[src/rtl/mem_bus_responder.sv]
// Memory-side responder for the control unit's RD/WR/ACK handshake.
// It latches each request, inserts programmable wait states, and supports abort and protocol-error reporting.
module mem_bus_responder #(
  parameter int DATAWIDTH_BUS = 32,
  parameter int ADDR_WIDTH    = 6,
  parameter int WAIT_STATES   = 2
) (
  input  logic                     MEM_BUS_RESPONDER_CLOCK_50,
  input  logic                     MEM_BUS_RESPONDER_RESET_InLow,
  input  logic [DATAWIDTH_BUS-1:0] MEM_BUS_RESPONDER_ADDRESS_InBUS,
  input  logic [DATAWIDTH_BUS-1:0] MEM_BUS_RESPONDER_data_InBUS,
  input  logic                     MEM_BUS_RESPONDER_RD_In,
  input  logic                     MEM_BUS_RESPONDER_WR_In,
  output logic [DATAWIDTH_BUS-1:0] MEM_BUS_RESPONDER_data_OutBUS,
  output logic                     MEM_BUS_RESPONDER_ACK,
  output logic                     MEM_BUS_RESPONDER_BUSY,
  output logic                     MEM_BUS_RESPONDER_ERR
);

  localparam int DEPTH = 2 ** ADDR_WIDTH;
  localparam logic [3:0] WS = 4'(WAIT_STATES);

  typedef enum logic [1:0] {S_IDLE, S_WAIT, S_ACK, S_RELEASE} state_t;

  state_t                   state_q, state_d;
  logic [3:0]               cnt_q, cnt_d;
  logic                     op_wr_q, op_wr_d;
  logic [ADDR_WIDTH-1:0]    addr_q, addr_d;
  logic [DATAWIDTH_BUS-1:0] wdata_q, wdata_d;
  logic [DATAWIDTH_BUS-1:0] rdata_q, rdata_d;
  logic [DATAWIDTH_BUS-1:0] mem_q [DEPTH];

  logic [ADDR_WIDTH-1:0] req_addr;
  logic                  req_held;
  logic                  unused_addr_bits;

  // Upper address bits are ignored, so addresses alias modulo the array depth.
  assign req_addr         = MEM_BUS_RESPONDER_ADDRESS_InBUS[ADDR_WIDTH-1:0];
  assign unused_addr_bits = ^MEM_BUS_RESPONDER_ADDRESS_InBUS[DATAWIDTH_BUS-1:ADDR_WIDTH];
  assign req_held         = op_wr_q ? MEM_BUS_RESPONDER_WR_In : MEM_BUS_RESPONDER_RD_In;

  always_comb begin
    state_d = state_q;
    cnt_d   = cnt_q;
    op_wr_d = op_wr_q;
    addr_d  = addr_q;
    wdata_d = wdata_q;
    rdata_d = rdata_q;
    case (state_q)
      S_IDLE: begin
        if (MEM_BUS_RESPONDER_RD_In ^ MEM_BUS_RESPONDER_WR_In) begin
          op_wr_d = MEM_BUS_RESPONDER_WR_In;
          addr_d  = req_addr;
          wdata_d = MEM_BUS_RESPONDER_data_InBUS;
          cnt_d   = WS;
          if (WS == 4'd0) begin
            state_d = S_ACK;
            // Read data is loaded on the edge into ACK so it is valid alongside ACK.
            if (MEM_BUS_RESPONDER_RD_In) rdata_d = mem_q[req_addr];
          end else begin
            state_d = S_WAIT;
          end
        end
      end
      S_WAIT: begin
        if (!req_held) begin
          state_d = S_IDLE;
        end else if (cnt_q <= 4'd1) begin
          state_d = S_ACK;
          if (!op_wr_q) rdata_d = mem_q[addr_q];
        end else begin
          cnt_d = cnt_q - 4'd1;
        end
      end
      S_ACK: state_d = S_RELEASE;
      S_RELEASE: begin
        if (!MEM_BUS_RESPONDER_RD_In && !MEM_BUS_RESPONDER_WR_In) state_d = S_IDLE;
      end
      default: state_d = S_IDLE;
    endcase
  end

  always_ff @(posedge MEM_BUS_RESPONDER_CLOCK_50 or negedge MEM_BUS_RESPONDER_RESET_InLow) begin
    if (!MEM_BUS_RESPONDER_RESET_InLow) begin
      state_q <= S_IDLE;
      cnt_q   <= '0;
      op_wr_q <= 1'b0;
      addr_q  <= '0;
      wdata_q <= '0;
      rdata_q <= '0;
    end else begin
      state_q <= state_d;
      cnt_q   <= cnt_d;
      op_wr_q <= op_wr_d;
      addr_q  <= addr_d;
      wdata_q <= wdata_d;
      rdata_q <= rdata_d;
    end
  end

  // Array contents survive reset; a reset forces IDLE, so no write can occur mid-reset.
  always_ff @(posedge MEM_BUS_RESPONDER_CLOCK_50) begin
    if (state_q == S_ACK && op_wr_q) mem_q[addr_q] <= wdata_q;
  end

  assign MEM_BUS_RESPONDER_data_OutBUS = rdata_q;
  assign MEM_BUS_RESPONDER_ACK         = (state_q == S_ACK);
  assign MEM_BUS_RESPONDER_BUSY        = (state_q != S_IDLE);
  assign MEM_BUS_RESPONDER_ERR         = MEM_BUS_RESPONDER_RESET_InLow && (state_q == S_IDLE) &&
                                         MEM_BUS_RESPONDER_RD_In && MEM_BUS_RESPONDER_WR_In;

endmodule

[config.mk]
export PLATFORM = sky130hd
export DESIGN_NAME = mem_bus_responder
export DESIGN_NICKNAME = d
export VERILOG_FILES = /design/src/rtl/mem_bus_responder.sv
export SDC_FILE = /design/constraint.sdc
export NUM_CORES = 2
export LEC_CHECK = 0
export BUFFER_PORTS_ARGS = -buffer_cell sky130_fd_sc_hd__buf_2
export CORE_MARGIN = 4
export CORE_UTILIZATION = 50
export DETAILED_ROUTE_END_ITERATION = 8
export GPL_ROUTABILITY_DRIVEN = 0
export HOLD_SLACK_MARGIN = 0.1
export PLACE_DENSITY_LB_ADDON = 0.12
export RECOVER_POWER = 25
export SKIP_LAST_GASP = 1
export SYNTH_ARGS = -nofsm -noshare
export SYNTH_HDL_FRONTEND = slang
export SYNTH_SLANG_ARGS = --single-unit
[constraint.sdc]
create_clock -name MEM_BUS_RESPONDER_CLOCK_50 -period 4.47 [get_ports MEM_BUS_RESPONDER_CLOCK_50]
set_input_delay 1.341 -clock MEM_BUS_RESPONDER_CLOCK_50 [delete_from_list [all_inputs] [get_ports MEM_BUS_RESPONDER_CLOCK_50]]
set_output_delay 1.341 -clock MEM_BUS_RESPONDER_CLOCK_50 [all_outputs]
set_load 0.03 [all_outputs]
==> run metrics <==
Worst-path clk slew 60 ps; CTS tree yes; xor and xnor area share after synthesis 0.000215; number of port buffers 76; Mapped Area 0.0813 mm2; Total GRT Usage 0.285; Final HPWL DP 140000 um; synth top area cells edfxtp_1 76%, mux2i_1 4.7%, mux4_2 4.1%; end-of-flow core utilization 0.576; routed wire length 242000 um; crit path time final 3790 ps; clk sinks 2125; leakage power 29.8 nW; Synth cell types 66; Layout area overhead 14.1%; Hold Crit Start wdata_q[20]$_DFFE_PN0P_; crit start category register; Seq cells post-synth 2125; root buffer cell clkbuf_16; Reg2Reg Capture Point MEM_BUS_RESPONDER_data_OutBUS[18]$_DFFE_PN0P_; Iter 0 DRT Violations 6233; MaxCap Viol Count 18; Hold-fix buffers, CTS 0; DRT Pass-1 Iters 6; period utilization 0.849; io pins 103; simple-gate share of the synthesized area 0.0215; Top FF cell, synth edfxtp_1; outcome complete, but fails checks; Max Freq 0.264 GHz; clk_lat worst skew 850 ps; Relative slew margins -1.31; layout cell share with drive strength beyond 1 0.205; Finish-stage setup viols 0; largest family of logic cells by synthesized area multiplexers; critical path's slowest cell dfrtp_4; post-detailed-route count of antenna-violating nets 0; Residual DRC 0; post-cts resize count 0; global route overflow 0; worst r2r src addr_q[1]$_DFFE_PN0P_; r2r worst-path depth 8; most frequent CP cell buf_4; PD cells 680 mW/mm2; clock skew 41.7 ps; Synth Area in Compound Gates 0.0760; WHS 511 ps; Max clock buf depth 3; critical path arrival 4520 ps; first-pass GRT wire length 339000 um; Hold WC Path Type register to register; critical path fanouts, max 41; row count 147; multiplexer share of the synthesized area 0.102; worst endpoint required time 5190 ps; final net count 4636; net count after synthesis 4371; final setup TNS 0 ps; antenna cells 0; largest net degree at the start of global routing 99; Die X-Extent 411 um; unrepaired setup endpoints after global routing no; WP buf/inv 2; yosys warns 0; Worst VDD drop 0.000942 V; vias in the first global route 42900; CP max stage delay 1010 ps; die area 0.169 mm2; Slew @ Worst Pin 3470 ps; CP Cell Sequence buf_4, nor2_4, buf_4, a221oi_1, o22ai_1, a211oi_1, o2111ai_1, mux2_2; H-tree depth 4; initial antenna violation count 8; failing checks capacitance limit, slew limit; syn_area_per_cell 18.9 um2; hold path depth 1; DR vias 44800; family with the most delay on the worst path compound AO/OA/AOI/OAI gates; worst hold endpoint wdata_q[20]$_DFFE_PN0P_; Final Max Slew Viols 1058; hold violation count in the final report 0; critical path class register to register; number of flops mapped to enable cells by yosys 2048; fill count 12200; top cell type's share of synthesized area 0.756; Worst setup EP type register; largest area contributor in the netlist edfxtp_1; Starting Density 0.505; ys async rst share 0.0362; die span in y 411 um; cells after synthesis 4300; routed vias/inst 6.49; CTS Buf Count 209; wire length per cell 35.1 um; core area 0.161 mm2; Synth Area in Adders 0.000462; r2r setup slk 680 ps; post-CTS setup buffer count 0; sequential share of the synthesized area 0.780
-- cells in the mapped netlist, types with 6 or more instances --
cell type  number
a211oi_1       10
a21oi_1        78
a221o_1        27
a221oi_1      257
a22o_1         25
a22oi_1        97
a31oi_1        25
and2_1          9
and3_1         11
buf_1          16
buf_2         118
buf_4          44
buf_6          31
clkbuf_1       80
dfrtp_1        77
edfxtp_1     2048
mux2_2         96
mux2i_1       383
mux4_2        147
nand2_1        72
nand3_1        30
nand4_1        15
nor2_1        212
nor2b_1        11
nor3_1          9
o211ai_1        6
o21a_1          6
o21ai_0       119
o22a_1         12
o22ai_1       139
o32a_1         11
-- worst max-delay path by stage --
stage	start	to	slack [ps]	cells past startpoint
finish	addr_q[1]$_DFFE_PN0P_	MEM_BUS_RESPONDER_data_OutBUS[18]$_DFFE_PN0P_	680	8
global route	MEM_BUS_RESPONDER_RESET_InLow	MEM_BUS_RESPONDER_ERR	510	4
CTS	addr_q[0]$_DFFE_PN0P_	MEM_BUS_RESPONDER_data_OutBUS[13]$_DFFE_PN0P_	780	9
detailed placement	addr_q[0]$_DFFE_PN0P_	MEM_BUS_RESPONDER_data_OutBUS[13]$_DFFE_PN0P_	800	9
global placement	addr_q[0]$_DFFE_PN0P_	MEM_BUS_RESPONDER_data_OutBUS[13]$_DFFE_PN0P_	830	9
floorplan	addr_q[2]$_DFFE_PN0P_	mem_q[40][0]$_DFFE_PP_	1050	8
-- final cells by class --
class	instances	area [um2]	area share
clock inverter	115	1010	0.0109
timing repair buffer	344	3200	0.0345
sequential	2125	63500	0.684
inverter	8	38.8	0.000418
clock buffer	275	5600	0.0603
multi-input combinational	1877	16800	0.181
tap	2160	2700	0.0291
-- logic make-up (layout without fill, tap and decap cells) --
group | count (synthesis) | in the layout
AND/OR/NAND/NOR | 396 | 396
multiplexers | 629 | 629
AO/OA/AOI/OAI | 847 | 847
buffers and inverters | 298 | 742
adder cells (fa/ha/maj) | 3 | 3
XOR/XNOR | 2 | 2
flip-flops | 2125 | 2125
-- routing by layer --
layer | global-route usage | vias up | share of wire
met5 | 0 | - | 0.000050
met4 | 0.0850 | 2 | 0.030
met3 | 0.0605 | 371 | 0.10
met2 | 0.433 | 2466 | 0.46
met1 | 0.420 | 23600 | 0.41
li1 | - | 18400 | -
-- through the flow --
stage / setup slack [ps] / power [mW] / instance area (um2) / instances
final: 677 / 63.1 / 92800 / 6904
after CTS: 776 / 62.9 / 92900 / 6904
after global routing: 507 / 65.1 / 92800 / 6904
after global placement: 832 / 45.8 / 86300 / 6514
after detailed placement: 801 / 46.0 / 86300 / 6514
after floorplan: 1050 / 37.4 / 81300 / 4300
-- state kept, by name, summed over array words and instances (netlist names), named ones only --
name,cells
MEM_BUS_RESPONDER_data_OutBUS,32
addr_q,6
cnt_q,4
mem_q,2048
op_wr_q,1
state_q,1
wdata_q,32
-- power by group --
| group | switching [mW] | leakage [nW] | internal, mW | total [mW] |
|---|---|---|---|---|
| logic | 13.0 | 7.23 | 5.93 | 18.9 |
| clock network | 7.50 | 3.22 | 9.53 | 17.0 |
| registers | 1.66 | 19.3 | 25.5 | 27.1 |
-- layout by cell type, fill, tap and decap left out, types with 78 or more instances in the layout --
master | synthesis | layout
edfxtp_1 | 2048 | 2048
mux2i_1 | 383 | 383
a221oi_1 | 257 | 257
clkbuf_16 | 0 | 211
buf_4 | 44 | 181
mux4_2 | 147 | 147
nor2_1 | 212 | 144
o22ai_1 | 139 | 139
o21ai_0 | 119 | 119
a22oi_1 | 97 | 97
mux2_2 | 96 | 96
a21oi_1 | 78 | 78
(Power assumes the default switching activity.)
